[src/rtl/rr_arbiter16.sv]
// rr_arbiter16: round-robin arbiter for 16 requesters with a bounded hold time.
// The winner is registered as both an index and a one-hot grant. Ownership ends
// on done, when the owner drops its request, or when the hold limit is reached.
module rr_arbiter16 #(
    parameter int MAX_HOLD = 16
) (
    input  logic        clk,
    input  logic        rst_n,
    input  logic [15:0] req,
    input  logic        done,
    output logic [15:0] grant,
    output logic [3:0]  grant_idx,
    output logic        busy,
    output logic        timeout
);

    // Counter wide enough to reach MAX_HOLD-1; at least one bit for MAX_HOLD=2.
    localparam int HC_W = (MAX_HOLD > 2) ? $clog2(MAX_HOLD) : 1;
    localparam logic [HC_W-1:0] HOLD_LAST = HC_W'(MAX_HOLD - 1);

    typedef enum logic {
        ST_IDLE = 1'b0,
        ST_BUSY = 1'b1
    } state_t;

    state_t          r_state;
    logic [3:0]      r_ptr;
    logic [HC_W-1:0] r_hold_cnt;
    logic [15:0]     r_grant;
    logic [3:0]      r_grant_idx;
    logic            r_busy;
    logic            r_timeout;

    // Requests rotated so that bit 0 is the requester at the priority pointer.
    logic [15:0] w_rot;
    logic [3:0]  w_rot_first;
    logic [3:0]  w_winner;
    logic        w_owner_req;

    genvar gi;
    generate
        for (gi = 0; gi < 16; gi++) begin : g_rot
            assign w_rot[gi] = req[4'(gi) + r_ptr];
        end
    endgenerate

    // Lowest set bit of the rotated vector is the first requester from ptr onward.
    always_comb begin
        w_rot_first = 4'd0;
        for (int i = 15; i >= 0; i--) begin
            if (w_rot[i]) begin
                w_rot_first = 4'(i);
            end
        end
    end

    // Undo the rotation; the 4-bit add wraps past requester 15.
    assign w_winner    = w_rot_first + r_ptr;
    assign w_owner_req = req[r_grant_idx];

    // Arbitration FSM: grant from IDLE, release from BUSY, all outputs registered.
    always_ff @(posedge clk or negedge rst_n) begin
        if (!rst_n) begin
            r_state     <= ST_IDLE;
            r_ptr       <= 4'd0;
            r_hold_cnt  <= '0;
            r_grant     <= 16'h0000;
            r_grant_idx <= 4'd0;
            r_busy      <= 1'b0;
            r_timeout   <= 1'b0;
        end else begin
            case (r_state)
                ST_IDLE: begin
                    r_timeout <= 1'b0;
                    if (req != 16'h0000) begin
                        r_grant_idx <= w_winner;
                        r_grant     <= 16'h0001 << w_winner;
                        r_busy      <= 1'b1;
                        r_hold_cnt  <= '0;
                        r_state     <= ST_BUSY;
                    end
                end
                ST_BUSY: begin
                    if (done || !w_owner_req) begin
                        // Normal or abandoned release; done beats the hold limit.
                        r_grant    <= 16'h0000;
                        r_busy     <= 1'b0;
                        r_ptr      <= r_grant_idx + 4'd1;
                        r_hold_cnt <= '0;
                        r_timeout  <= 1'b0;
                        r_state    <= ST_IDLE;
                    end else if (r_hold_cnt == HOLD_LAST) begin
                        // Owner used its full allowance; revoke and flag it.
                        r_grant    <= 16'h0000;
                        r_busy     <= 1'b0;
                        r_ptr      <= r_grant_idx + 4'd1;
                        r_hold_cnt <= '0;
                        r_timeout  <= 1'b1;
                        r_state    <= ST_IDLE;
                    end else begin
                        r_hold_cnt <= r_hold_cnt + 1'b1;
                        r_timeout  <= 1'b0;
                    end
                end
                default: begin
                    r_state <= ST_IDLE;
                end
            endcase
        end
    end

    assign grant     = r_grant;
    assign grant_idx = r_grant_idx;
    assign busy      = r_busy;
    assign timeout   = r_timeout;

endmodule

[config.mk]
export PLATFORM = sky130hd
export DESIGN_NAME = rr_arbiter16
export DESIGN_NICKNAME = d
export VERILOG_FILES = /design/src/rtl/rr_arbiter16.sv
export SDC_FILE = /design/constraint.sdc
export NUM_CORES = 1
export LEC_CHECK = 0
export CAP_MARGIN = 30
export CORE_MARGIN = 2
export CORE_UTILIZATION = 59
export CTS_CLUSTER_DIAMETER = 60
export DETAILED_ROUTE_END_ITERATION = 7
export HOLD_SLACK_MARGIN = 0.03
export PLACE_DENSITY_LB_ADDON = 0.25
export SKIP_LAST_GASP = 1
export SLEW_MARGIN = 30
export SYNTH_ARGS = -nofsm -noshare
export SYNTH_HDL_FRONTEND = slang
export SYNTH_SLANG_ARGS = --single-unit
[constraint.sdc]
create_clock -name clk -period 13.8 [get_ports clk]
set_clock_uncertainty 0.1 [all_clocks]
set_input_delay 2.07 -clock clk [delete_from_list [all_inputs] [get_ports clk]]
set_output_delay 2.07 -clock clk [all_outputs]
set_load 0.01 [all_outputs]
Word-level counts from Yosys, hierarchy flattened
Cells that the tools add are included.

operators by class
  reduce and logical (&&, ||, !) cells = 7
  order comparisons = 17
  add/sub/neg operators = 18
  bitwise gates (word level) = 1
  equal/unequal tests = 3
  mux-type cells = 71
  shift-type cells = 1

operators by type and width
  operator                number
  $lt A4 B5 Y1 const B    17
  $mux W4                 21
  $bmux W1 S4             17
  $mux W16                3
  $add A4 B4 Y4 const A   8
  $pmux W16 S2            1
  $mux W1                 25
  $add A3 B4 Y4 const A   4
  $reduce_bool A16 Y1     1
  $shl A1 B4 Y16 const A  1
  $add A2 B4 Y4 const A   2
  $add A4 B1 Y4 const B   2
  $pmux W4 S2             1
  $pmux W1 S2             3
  $reduce_and A2 Y1       3
  $add A1 B4 Y4 const A   1
  $add A4 B4 Y4           1
  $eq A4 B4 Y1 const B    1
  $ne A3 B1 Y1 const B    1
  $ne A2 B2 Y1 const B    1
  $reduce_bool A2 Y1      1
  $logic_not A1 Y1        1
  $logic_or A1 B1 Y1      1
  $not A1 Y1              1

word-level totals
  output and inout port bits = 22
  flip-flop bits (word level) = 31
  bits of input ports = 19
  logic and storage cells = 125

Depth between registers and ports, before layout
  word-level depth = 23
  gate-level depth with buffers = 20
  depth with buffers taken out = 17

Worst setup path after synthesis
OpenSTA, ideal clock, no wires.

  path type = input-to-reg
  from = in req[3]
  to = reg r_grant[11], in the netlist grant[11]
  required time = 13.570 ns
  slack = 8.576 ns
  stages = 13
  arrival time = 4.994 ns
  path buffers = 0
  library setup time = 0.130 ns
  path through = mux4_1 > mux4_2 > or2_4 > a31oi_1 > o31a_1 > a21oi_1 > ha_1 > a21o_1 > a21oi_1 > xor2_1 > nor2_1 > mux2i_1 > o21ai_1

on the way
  cells in the longest elaborated chain, start to end = 22
  elaborated cells between the ends (all ways) = 61
  those cells by class = add/sub (1); eq/ne (2); shift (1); mux (53); reduce/logical (4)

RTL lines
  what                           RTL line  RTL
  start, declared                9         input logic [15:0] req,
  $bmux W1 S4                    43        assign w_rot[gi] = req[4'(gi) + r_ptr];
  $mux W1 (not written as such)  43
  $mux W4 (16 in series)         51        if (w_rot[i]) begin
  $add A4 B4 Y4                  58        assign w_winner = w_rot_first + r_ptr;
  $shl A1 B4 Y16                 77        r_grant <= 16'h0001 << w_winner;
  $mux W16                       75        if (req != 16'h0000) begin
  $pmux W16 S2                   72        case (r_state)
  end signal, assigned           77
  end, declared                  29        logic [15:0] r_grant;

Parallel ways exist; a longest one is shown, timed or not. The select of a mux whose other input is x is not followed.
A chain may end at the register's enable or synchronous reset.

Worst setup path in the final report
  from = in req[13]
  to = reg r_grant[12], in the netlist grant[12]

Same word-level chain as after synthesis.

==> metrics.txt <==
Syn. warnings=0; final core occ=0.730; post-CTS resize count=0; RePlAce Congestion=0.899; pin count of the biggest net entering global routing=32; Starting Density=0.619; Tot GR Track Use=0.257; critical path endpoint category=register; post-DR wirelength/cell=about 18 um; die span in y=72.0 um; endpoints failing hold=0; status=complete, no violations; period utilization=0.426; 1st-pass router iterations=4; Post-CTS Hold Buffers=0; clock tree buffer depth=2; CTS clk-pin slew, worst paths=0.05 ns; Worst Path Max Fanout=6; port bufs=40; H-tree level count=2; Multi-input gate area=roughly 0.0018 mm2; Hold Path Class=reg2reg; die width=72.0 um; num ports=~40; Yosys top cell area share=0.284; Yosys cell types=44; remaining antenna violation count after routing=0; die area=0.00519 mm2; number of synthesized register bits=31; Root Buffer=clkbuf_8; area leader, netlist=dfrtp_1; Sequential Area=~780 um2; total CTS buffers=5; row count=24; top-count cell post-synth=dfrtp_1; clk sink count=31; startpoint types=input pin; DRT Wirelength=6010 um; Crit Path Category=in2reg; Post-synth EDFFs=0; CP required=13.84 ns; setup_tns=0 ns; CTS tree=built; layout cells sized above 1=0.170; dpl hpwl=4610 um; Congestion Overflow GR=0; Fill cells=336; final setup vio count=0; first-pass GRT wire length=10,400 um; Clk Latency, worst-skew pair=around 0.27 ns; FFs w/ async S/R, synth=1.00; top cells by count, synth=31 x dfrtp_1, 28 x nand2_1, 26 x mux4_2; sequential fraction of the synthesis area=0.284; Post-route DRC=0; Layout Area Growth over Synthesis=18.0%; Layout Nets=322; Cell Area, Synth=0.00273 mm2; ANT cells=0; Hold Slack=0.376 ns; Worst Tran Pin Value=0.653 ns; Post-CTS Setup Inserts=0; worst rel slew slack=0.564; Vias/cell=6.35; CORE AREA=0.00441 mm2; synth top area cells=dfrtp_1 28%, mux4_2 21%, ha_1 5.5%; WP data arrival=slightly below 6 ns; via count=about 2,200; Iter 0 DRT Violations=140; fin. max-slew vios=0; Most used DFF post-synth=dfrtp_1; Period minus WS final=5.87 ns; Syn Inst Count=about 250; average cell area after synthesis=10.8 um2; initial antenna violation count=0; syn nets=286; vias in the first global route=2,120; Max Cap Viol=0; unrepaired setup endpoints after global routing=no; Achievable Freq=170 MHz
layer usage:
| metal | vias up | wire (um) | track usage |
|---|---|---|---|
| li1 | 1016 | - | - |
| met1 | 1069 | 2640 | 0.376 |
| met2 | 70 | 2920 | 0.408 |
| met3 | 9 | 381 | 0.0444 |
| met4 | 0 | 68 | 0.0524 |
| met5 | - | 0 | 0 |
cell usage in the layout, fill, tap and decap left out, types with 2 or more instances in the layout:
cell type,instances
a21o_1,4
o21ai_0,3
nand2b_1,4
clkbuf_8,5
o31ai_1,2
nor2_1,12
nand4_1,2
and2_1,2
dfrtp_1,30
mux2i_1,13
xor2_1,8
mux4_1,3
or2_2,2
inv_1,15
clkdlybuf4s50_1,40
a21boi_1,2
mux2_2,8
ha_1,12
xnor2_1,6
nor4_1,4
nor2b_1,4
nand3_1,2
nand2_1,28
o21ai_1,22
a21oi_1,9
mux4_2,26
through the flow:
step	setup slack (ns)	std cells	cell area [um2]
floorplan	8.58	254	2730
CTS	7.95	341	3220
global route	7.62	341	3220
finish	7.93	341	3220
global placement	7.77	335	3150
detailed placement	7.68	335	3150
registers in the layout (all words and copies together) (netlist names):
register	flops
r_state	1
grant	16
r_ptr	4
busy	1
grant_idx	4
r_hold_cnt	4
timeout	1
path summary, 6_finish.rpt:
path | from | to | slack [ns] | depth (start not counted)
worst max-delay path | req[13] | grant[12]$_DFFE_PN0P_ | 7.93 | 14
worst min-delay path | r_hold_cnt[3]$_DFFE_PN0P_ | r_hold_cnt[3]$_DFFE_PN0P_ | 0.38 | 1
worst max register to register | r_ptr[1]$_DFFE_PN0P_ | grant[12]$_DFFE_PN0P_ | 8.56 | 15
worst min register to register | r_hold_cnt[3]$_DFFE_PN0P_ | r_hold_cnt[3]$_DFFE_PN0P_ | 0.38 | 1
max in group asynchronous | rst_n | r_ptr[0]$_DFFE_PN0P_ | 11.20 | 2
min in group asynchronous | rst_n | grant[10]$_DFFE_PN0P_ | 2.09 | 2
cells by family after synthesis:
| logic type | after synthesis | share of synthesized area |
|---|---|---|
| XOR/XNOR | 14 | 0.0449 |
| buffers and inverters | 28 | 0.0431 |
| AO/OA/AOI/OAI | 50 | 0.114 |
| multiplexers | 51 | 0.328 |
| flip-flops | 31 | 0.284 |
| adder cells (fa/ha/maj) | 13 | 0.0623 |
| AND/OR/NAND/NOR | 67 | 0.124 |
final cells by class:
type	count	area share
clock buffer	6	0.0225
inverter	16	0.0186
multi-input combinational	195	0.571
sequential	31	0.241
tap	52	0.0202
timing repair buffer	41	0.127
worst max-delay path: stages:
cell and delay (ns):
clkdlybuf4s50_1 0.50, mux4_2 0.56, mux2_2 0.30, mux2i_1 0.36, nand2_1 0.13, o31a_1 0.33
a21oi_1 0.15, ha_1 0.24, a21o_1 0.15, a21oi_1 0.24, xor2_1 0.29, nor2_1 0.12
mux2i_1 0.35, o21ai_1 0.12
Power is left out: the tool's default activity adds up to more than one toggle a clock period on the data nets, which glitch-free logic cannot reach.
